`config.mk`:
```
export PLATFORM = sky130hd
export DESIGN_NAME = sram_arbiter_flat
export DESIGN_NICKNAME = d
export VERILOG_FILES = /design/src/rtl/sram_arbiter_if.sv /design/src/rtl/sram_arbiter.sv /design/src/flat_wrapper.sv
export SDC_FILE = /design/constraint.sdc
export NUM_CORES = 1
export LEC_CHECK = 0
export ABC_CLOCK_PERIOD_IN_PS = 1800
export CORE_MARGIN = 2
export CORE_UTILIZATION = 36
export CTS_CLUSTER_DIAMETER = 50
export DETAILED_ROUTE_END_ITERATION = 7
export HOLD_SLACK_MARGIN = 0.15
export PLACE_DENSITY = 0.86
export SLEW_MARGIN = 20
export SYNTH_ARGS = -nofsm -noshare
export SYNTH_HDL_FRONTEND = slang
export SYNTH_SLANG_ARGS = --single-unit
```
`constraint.sdc`:
```
create_clock -name clk -period 1.8 [get_ports clk]
set_input_delay 0.54 -clock clk [delete_from_list [all_inputs] [get_ports clk]]
set_output_delay 0.54 -clock clk [all_outputs]
set_load 0.03 [all_outputs]
```
`src/rtl/sram_arbiter_if.sv`:
```
// Two-port SRAM arbiter bus: both requester ports, the SRAM controller
// side and the grant vector, seen from the arbiter (master) or its peers.
interface sram_arbiter_if #(
  parameter int ADDR_W = 32,
  parameter int DATA_W = 32
);
  logic              p0_wr_en;
  logic              p0_rd_en;
  logic [ADDR_W-1:0] p0_addr;
  logic [DATA_W-1:0] p0_wdata;
  logic [DATA_W-1:0] p0_rdata;
  logic              p0_ready;

  logic              p1_wr_en;
  logic              p1_rd_en;
  logic [ADDR_W-1:0] p1_addr;
  logic [DATA_W-1:0] p1_wdata;
  logic [DATA_W-1:0] p1_rdata;
  logic              p1_ready;

  logic              mem_wr_en;
  logic              mem_rd_en;
  logic [ADDR_W-1:0] mem_addr;
  logic [DATA_W-1:0] mem_wdata;
  logic [DATA_W-1:0] mem_rdata;
  logic              mem_ready;

  logic [1:0]        gnt;

  modport master (
    input  p0_wr_en, p0_rd_en, p0_addr, p0_wdata,
    output p0_rdata, p0_ready,
    input  p1_wr_en, p1_rd_en, p1_addr, p1_wdata,
    output p1_rdata, p1_ready,
    output mem_wr_en, mem_rd_en, mem_addr, mem_wdata,
    input  mem_rdata, mem_ready,
    output gnt
  );

  modport slave (
    output p0_wr_en, p0_rd_en, p0_addr, p0_wdata,
    input  p0_rdata, p0_ready,
    output p1_wr_en, p1_rd_en, p1_addr, p1_wdata,
    input  p1_rdata, p1_ready,
    input  mem_wr_en, mem_rd_en, mem_addr, mem_wdata,
    output mem_rdata, mem_ready,
    input  gnt
  );
endinterface

```
`src/rtl/sram_arbiter.sv`:
```
// Two-port SRAM arbiter: IDLE/ISSUE/WAIT/DONE, one transaction in flight.
// Define SRAM_ARB_ROUND_ROBIN_EN for round-robin; default is fixed priority.
module sram_arbiter #(
  parameter int ADDR_W = 32,
  parameter int DATA_W = 32
) (
  input logic            clk,
  input logic            rst,
  sram_arbiter_if.master bus
);

  typedef enum logic [1:0] {
    IDLE,
    ISSUE,
    WAIT,
    DONE
  } state_t;

  state_t            state_q, state_d;
  logic [1:0]        gnt_q, gnt_d;
  logic              wr_q, wr_d;
  logic [ADDR_W-1:0] addr_q, addr_d;
  logic [DATA_W-1:0] wdata_q, wdata_d;
  logic [DATA_W-1:0] rdata_q, rdata_d;

  logic req0, req1, pick1, act;

  assign req0 = bus.p0_wr_en | bus.p0_rd_en;
  assign req1 = bus.p1_wr_en | bus.p1_rd_en;

`ifdef SRAM_ARB_ROUND_ROBIN_EN
  // last1_q=1: port 1 owned the bus last
  logic last1_q;

  always_ff @(posedge clk) begin
    if (rst) begin
      last1_q <= 1'b1;
    end else if (state_q == IDLE && (req0 | req1)) begin
      last1_q <= pick1;
    end
  end

  assign pick1 = req1 & (~req0 | ~last1_q);
`else
  assign pick1 = req1 & ~req0;
`endif

  always_ff @(posedge clk) begin
    if (rst) begin
      state_q <= IDLE;
      gnt_q   <= 2'b00;
      wr_q    <= 1'b0;
      addr_q  <= '0;
      wdata_q <= '0;
      rdata_q <= '0;
    end else begin
      state_q <= state_d;
      gnt_q   <= gnt_d;
      wr_q    <= wr_d;
      addr_q  <= addr_d;
      wdata_q <= wdata_d;
      rdata_q <= rdata_d;
    end
  end

  always_comb begin
    state_d = state_q;
    gnt_d   = gnt_q;
    wr_d    = wr_q;
    addr_d  = addr_q;
    wdata_d = wdata_q;
    rdata_d = rdata_q;
    unique case (state_q)
      IDLE: begin
        if (req0 | req1) begin
          state_d = ISSUE;
          gnt_d   = pick1 ? 2'b10 : 2'b01;
          wr_d    = pick1 ? bus.p1_wr_en : bus.p0_wr_en;
          addr_d  = pick1 ? bus.p1_addr : bus.p0_addr;
          wdata_d = pick1 ? bus.p1_wdata : bus.p0_wdata;
        end
      end
      ISSUE: state_d = WAIT;
      WAIT: begin
        if (bus.mem_ready) begin
          state_d = DONE;
          if (!wr_q) rdata_d = bus.mem_rdata;
        end
      end
      DONE: begin
        state_d = IDLE;
        gnt_d   = 2'b00;
      end
      default: begin
        state_d = IDLE;
        gnt_d   = 2'b00;
      end
    endcase
  end

  assign act = (state_q == ISSUE) | (state_q == WAIT);

  assign bus.mem_wr_en = act & wr_q;
  assign bus.mem_rd_en = act & ~wr_q;
  assign bus.mem_addr  = act ? addr_q : '0;
  assign bus.mem_wdata = act ? wdata_q : '0;
  assign bus.gnt       = gnt_q;
  assign bus.p0_rdata  = rdata_q;
  assign bus.p1_rdata  = rdata_q;

  // The owner stays not-ready while its transaction is in flight,
  // even if it drops its request, so DONE is its only ready pulse.
  always_comb begin
    bus.p0_ready = ~req0;
    bus.p1_ready = ~req1;
    if (state_q == DONE) begin
      if (gnt_q[0]) bus.p0_ready = 1'b1;
      if (gnt_q[1]) bus.p1_ready = 1'b1;
    end else if (act) begin
      if (gnt_q[0]) bus.p0_ready = 1'b0;
      if (gnt_q[1]) bus.p1_ready = 1'b0;
    end
  end

endmodule

```
`src/flat_wrapper.sv`:
```
// flat-port wrapper written by rule: the top's interface ports become plain ports
module sram_arbiter_flat 
#(
  parameter int ADDR_W = 32,
  parameter int DATA_W = 32
)
  (clk, rst, bus_p0_wr_en, bus_p0_rd_en, bus_p0_addr, bus_p0_wdata, bus_p0_rdata, bus_p0_ready, bus_p1_wr_en, bus_p1_rd_en, bus_p1_addr, bus_p1_wdata, bus_p1_rdata, bus_p1_ready, bus_mem_wr_en, bus_mem_rd_en, bus_mem_addr, bus_mem_wdata, bus_mem_rdata, bus_mem_ready, bus_gnt);
  sram_arbiter_if #(.ADDR_W(ADDR_W), .DATA_W(DATA_W)) bus_i ();
  input logic clk;
  input logic rst;
  input wire logic [$bits(bus_i.p0_wr_en)-1:0] bus_p0_wr_en;
  input wire logic [$bits(bus_i.p0_rd_en)-1:0] bus_p0_rd_en;
  input wire logic [$bits(bus_i.p0_addr)-1:0] bus_p0_addr;
  input wire logic [$bits(bus_i.p0_wdata)-1:0] bus_p0_wdata;
  output wire logic [$bits(bus_i.p0_rdata)-1:0] bus_p0_rdata;
  output wire logic [$bits(bus_i.p0_ready)-1:0] bus_p0_ready;
  input wire logic [$bits(bus_i.p1_wr_en)-1:0] bus_p1_wr_en;
  input wire logic [$bits(bus_i.p1_rd_en)-1:0] bus_p1_rd_en;
  input wire logic [$bits(bus_i.p1_addr)-1:0] bus_p1_addr;
  input wire logic [$bits(bus_i.p1_wdata)-1:0] bus_p1_wdata;
  output wire logic [$bits(bus_i.p1_rdata)-1:0] bus_p1_rdata;
  output wire logic [$bits(bus_i.p1_ready)-1:0] bus_p1_ready;
  output wire logic [$bits(bus_i.mem_wr_en)-1:0] bus_mem_wr_en;
  output wire logic [$bits(bus_i.mem_rd_en)-1:0] bus_mem_rd_en;
  output wire logic [$bits(bus_i.mem_addr)-1:0] bus_mem_addr;
  output wire logic [$bits(bus_i.mem_wdata)-1:0] bus_mem_wdata;
  input wire logic [$bits(bus_i.mem_rdata)-1:0] bus_mem_rdata;
  input wire logic [$bits(bus_i.mem_ready)-1:0] bus_mem_ready;
  output wire logic [$bits(bus_i.gnt)-1:0] bus_gnt;
  assign bus_i.p0_wr_en = bus_p0_wr_en;
  assign bus_i.p0_rd_en = bus_p0_rd_en;
  assign bus_i.p0_addr = bus_p0_addr;
  assign bus_i.p0_wdata = bus_p0_wdata;
  assign bus_p0_rdata = bus_i.p0_rdata;
  assign bus_p0_ready = bus_i.p0_ready;
  assign bus_i.p1_wr_en = bus_p1_wr_en;
  assign bus_i.p1_rd_en = bus_p1_rd_en;
  assign bus_i.p1_addr = bus_p1_addr;
  assign bus_i.p1_wdata = bus_p1_wdata;
  assign bus_p1_rdata = bus_i.p1_rdata;
  assign bus_p1_ready = bus_i.p1_ready;
  assign bus_mem_wr_en = bus_i.mem_wr_en;
  assign bus_mem_rd_en = bus_i.mem_rd_en;
  assign bus_mem_addr = bus_i.mem_addr;
  assign bus_mem_wdata = bus_i.mem_wdata;
  assign bus_i.mem_rdata = bus_mem_rdata;
  assign bus_i.mem_ready = bus_mem_ready;
  assign bus_gnt = bus_i.gnt;
  sram_arbiter #(.ADDR_W(ADDR_W), .DATA_W(DATA_W)) u_core (.clk(clk), .rst(rst), .bus(bus_i));
endmodule
```
Yosys cells after proc, flatten, opt, wreduce, memory -nomap -nowiden
Index checks and enable logic that the tools add are counted.
- logic and storage cells: 46
- bits of input ports: 167
- flip-flop bits (word level): 101
- output and inout bits: 134
- bitwise gates (word level): 10
- mux-type cells: 19
- reductions and logical operators: 6
- eq/ne operators: 5
- operator list (cell ; number):
    $mux 32 ; 4
    $mux 1 ; 9
    $mux 2 ; 4
    $pmux 2 s4 ; 1
    $reduce_and 2->1 ; 3
    $eq 2x2->1 const B ; 2
    $or 1x1->1 ; 4
    $pmux 2 s2 ; 1
    $and 1x1->1 ; 3
    $not 1->1 ; 3
    $reduce_and 3->1 ; 1
    $eq 2x1->1 const B ; 1
    $logic_not 2->1 ; 1
    $ne 2x1->1 const B ; 1
    $ne 2x2->1 const B ; 1
    $reduce_bool 2->1 ; 1

Depth between registers and ports, before layout
- depth in word-level cells: 6
- mapped depth: 8
- gate-level depth less buffers: 5

Least setup slack after synthesis
Ideal clock, no wire load.
- kind: reg-to-output
- from: reg u_core.state_q[1]
- to: out bus_mem_addr[11]
- arrival: 1507 ps
- cell stages (with the launch flop): 6
- path slack: -247 ps
- buffers on the path: 2
- data required time: 1260 ps
- path through: dfxtp_1 > inv_1 > ha_1 > clkbuf_1 > clkbuf_1 > and2_1
- word-level cells in the longest chain between the ends: 3
- elaborated cells on any way between the ends: 4
- those cells by class: 2 x eq/ne; 1 x mux; 1 x bitwise
- ends and longest elaborated chain (item ; line ; source):
    start, declared ; sram_arbiter.sv:19 ; state_t state_q, state_d;
    start signal, assigned ; sram_arbiter.sv:57 ; state_q <= state_d;
    $eq 2x1->1 / $eq 2x2->1 (equally long branches) ; sram_arbiter.sv:101 ; assign act = (state_q == ISSUE) | (state_q == WAIT);
    $or 1x1->1 (*) ; sram_arbiter.sv:101 ;
    $mux 32 (*) ; sram_arbiter.sv:105 ; assign bus.mem_addr = act ? addr_q : '0;
    end, declared ; flat_wrapper.sv:25 ; output wire logic [$bits(bus_i.mem_addr)-1:0] bus_mem_addr;
Every way passes the cells marked *; elsewhere a longest branch is shown, timed or not.

Worst setup path after layout
- from: reg u_core.state_q[0]
- to: out bus_mem_wdata[26]
- word-level cells in the longest chain between the ends: 3
- elaborated cells on any way between the ends: 4
- those cells by class: 2 x eq/ne; 1 x mux; 1 x bitwise
- ends and longest elaborated chain (item ; line ; source):
    $eq 2x1->1 / $eq 2x2->1 (equally long branches) ; sram_arbiter.sv:101 ;
    $or 1x1->1 (*) ; sram_arbiter.sv:101 ;
    $mux 32 (*) ; sram_arbiter.sv:106 ; assign bus.mem_wdata = act ? wdata_q : '0;
    end, declared ; flat_wrapper.sv:26 ; output wire logic [$bits(bus_i.mem_wdata)-1:0] bus_mem_wdata;
Marks and branches as above.

==> impl_results.md <==
- Status: finished, violations left
- Failing checks: setup timing
- Clk buf depth: 2
- Post-route cell area: about 9600 um2
- Via Count: between 5000 and 6000
- Synth Instances: 657
- H-Tree Depth: 3
- Met2 Usage GRT: a little over two fifths
- Drt pass-1 iters: 5
- Fin. Hold Viols: 0
- Total GRT Usage: 23.7%
- Max FO, Critical Path: 15
- # setup viols final: 68
- Mapped Nets: roughly 830
- Crit path cell chain: inv_2, ha_4, buf_8, buf_12, and2_1, buf_6
- Final Total Pwr: ~14 mW
- Hpwl dp: approximately 13000 um
- Largest net degree at the start of global routing: 45
- Setup crit end kind: output pin
- Wirelength per Cell: about 18 um
- Reg clk slew, reported paths: about 0.07 ns
- Setup TNS: -20.12 ns
- Synth Area in Compound Gates: 27.5%
- Routed wire length: between 20000 and 25000 um
- Via-per-instance ratio: approximately 5.3
- CTS tree: built
- Synth Area in XOR/XNOR: 0%
- Synth cell types: 30
- Worst Path Arrival: 1.58 ns
- Initial DRC count: between 200 and 300
- Synth Area in Simple Gates: 24.2%
- Core outline area: about 15000 um2
- ANT cells: 0
- Post-route setup slack: -0.323 ns
- Worst VDD drop: about 0.0008 V
- Relative slew slack: between 70% and 80%
- Achievable clock frequency: around 470 MHz
- Synth Cell Area: about 5500 um2
- Num ports: 301
- Antenna viol nets, final: 0
- Unrepaired setup endpoints after global routing: true
- Post-Synth Adder-Cell Area: less than 1%
- First-pass GRT wire length: 30400 um
- Hold Buf Count CTS: 0
- Clk Latency, worst-skew pair: about 0.34 ns
- Fin crit period: 2.12 ns
- P_leak: 3.95 nW
- Worst Path Required: between 1 and 1.5 ns
- Congestion Overflow GR: 0
- Multiplexer share of the synthesized area: 0.184%
- Crit path kind: reg2out
- Largest family of logic cells by synthesized area: compound AO/OA/AOI/OAI gates
- Max incr delay on CP: around 0.34 ns
- Syn_area_per_cell: 8.30 um2
- Vias in the first global route: around 5800
- Layout cell share with drive strength beyond 1: roughly 30%
- Critical Path Source Type: flip-flop
- Area grow syn2layout: 76.1%
- DRC: 0
- Yosys warnings: 0
- Clk sinks: 101
- Max cap viols: 0
- Slowest CP cell: dfxtp_2
- Synth Register Bits: about 100
- Die Ht: about 130 um
- Cell Area, Placed: 8580 um2
- FP Rows: between 40 and 50
- DIE WIDTH: approximately 130 um
- RePlAce Congestion: 0.838
- Clock Skews: 0.00485 ns
- Num CTS Buffers: 9
- Sequential fraction of the synthesis area: about 37%
- Initial antenna violation count: 0
- Final #Nets: ~1100
- Global-route track usage on met1: between 20% and 30%
- Min-Delay Path Class: reg2reg
- Effective utilization at floorplan: a little under two fifths
- Least-Margin Pin Slew: approximately 0.41 ns
- Die area: 16100 um2
- Input/output buffers: 300
- Final Max Slew Viols: 0
- PwrDens: roughly 1500 nW/um2
- M3 GR Usage: around 7.3%
- Final period util: 118%
- Root buffer cell: clkbuf_16
- GRT Max-Usage Layer: met2
[area by class of cell]
| class | instances | area (um2) |
|---|---|---|
| sequential | 101 | 2020 |
| timing repair buffer | 360 | 3870 |
| multi-input combinational | 452 | 3130 |
| clock inverter | 6 | 86.3 |
| tap | 184 | 230 |
| fill | 1171 | 5050 |
| clock buffer | 10 | 239 |
| inverter | 4 | 15.0 |
[flip-flops by register name (all words and copies together) (netlist names)]
name / cells
u_core.bus.p0_rdata: 32
u_core.bus.gnt: 2
u_core.addr_q: 32
u_core.wr_q: 1
u_core.state_q: 2
u_core.wdata_q: 32
[cells in the mapped netlist]
cell | n | area [um2]
o41a_1 | 1 | 11.3
a21oi_1 | 33 | 165
inv_1 | 4 | 15.0
nand3_1 | 65 | 325
a311oi_1 | 6 | 52.6
a311oi_2 | 59 | 886
o21ai_1 | 1 | 5.00
o21ai_0 | 64 | 320
nor2b_1 | 1 | 6.26
dfxtp_1 | 101 | 2020
a211oi_1 | 1 | 7.51
buf_4 | 38 | 285
and3b_1 | 1 | 8.76
mux2i_1 | 1 | 10.0
or2_1 | 2 | 12.5
nor2_2 | 1 | 6.26
buf_2 | 15 | 75.1
ha_1 | 4 | 50.1
nor3b_1 | 1 | 7.51
and2_1 | 65 | 407
a31oi_1 | 2 | 12.5
nor2_1 | 67 | 251
a211oi_2 | 1 | 12.5
nand2_1 | 67 | 251
clkbuf_1 | 47 | 176
nand3b_1 | 2 | 15.0
nand4_1 | 1 | 6.26
a22o_1 | 2 | 17.5
nand2b_1 | 3 | 18.8
a32o_1 | 1 | 10.0
[layout by cell type, fill, tap and decap left out, drive strengths merged, types with 3 or more instances in the layout]
cell type      synthesis  routed
and2                  65      65
a311oi                65      65
dlygate4sd2            0      68
nor2                  68      68
clkdlybuf4s50          0     161
clkinv                 0       3
ha                     4       4
a21oi                 33      33
nand3                 65      65
nand2                 67      67
inv                    4       4
buf                   53     122
nand2b                 3       3
clkbuf                47      16
o21ai                 65      65
dfxtp                101     101
[kinds of logic after synthesis]
logic type,count (synthesis)
adders and majority gates,4
and+or+nand+nor,276
DFF,101
buffers and inverters,104
muxes,1
AOI/OAI and AO/OA,171
[per-layer routing]
layer | routed length [um] | up-vias
li1 | - | 2814
met3 | 1720 | 42
met4 | 630 | 0
met2 | 10400 | 292
met1 | 7590 | 2822
met5 | 0 | -
[report_power, final]
group	internal, mW	switching [mW]	leakage [nW]
sequential	2.90	0.398	0.833
clock	1.26	0.877	0.158
combinational	4.37	4.44	2.96
[final timing paths]
check / startpoint / end / slack [ns] / cells past startpoint
setup / recovery: u_core.state_q[0] / bus_mem_wdata[26] / -0.32 / 6
hold / removal: u_core.bus.p0_rdata[7] / u_core.bus.p0_rdata[7] / 0.46 / 2
setup reg to reg: u_core.state_q[0] / u_core.bus.p0_rdata[5] / 0.11 / 10
hold reg to reg: u_core.bus.p0_rdata[7] / u_core.bus.p0_rdata[7] / 0.46 / 2
[critical path, delay by kind of cell (launching register included)]
family / cells / cell delay [ns]
simple gates: 1 / 0.14
fa+ha+maj: 1 / 0.30
buf+inv: 4 / 0.45
flops: 1 / 0.34
[stage by stage]
step | hold slack, ns | util (%) | worst slack (ns) | instances
final | 0.460 | 65.5 | -0.323 | 1117
after global routing | 0.483 | 65.5 | -0.398 | 1117
after global placement | 0.455 | 58.6 | -0.439 | 1083
after detailed placement | 0.459 | 58.6 | -0.497 | 1083
after floorplan | 0.472 | - | 0.0130 | 657
after CTS | 0.464 | 64.2 | -0.359 | 1110
[timing repair]
item,in CTS,in global routing
pin swaps,11,5
buffers inserted,9,5
cloned,3,6
resized for setup,192,18
endpoints found under the setup margin,198,105
Note: power is estimated with default switching activity, not from simulation.
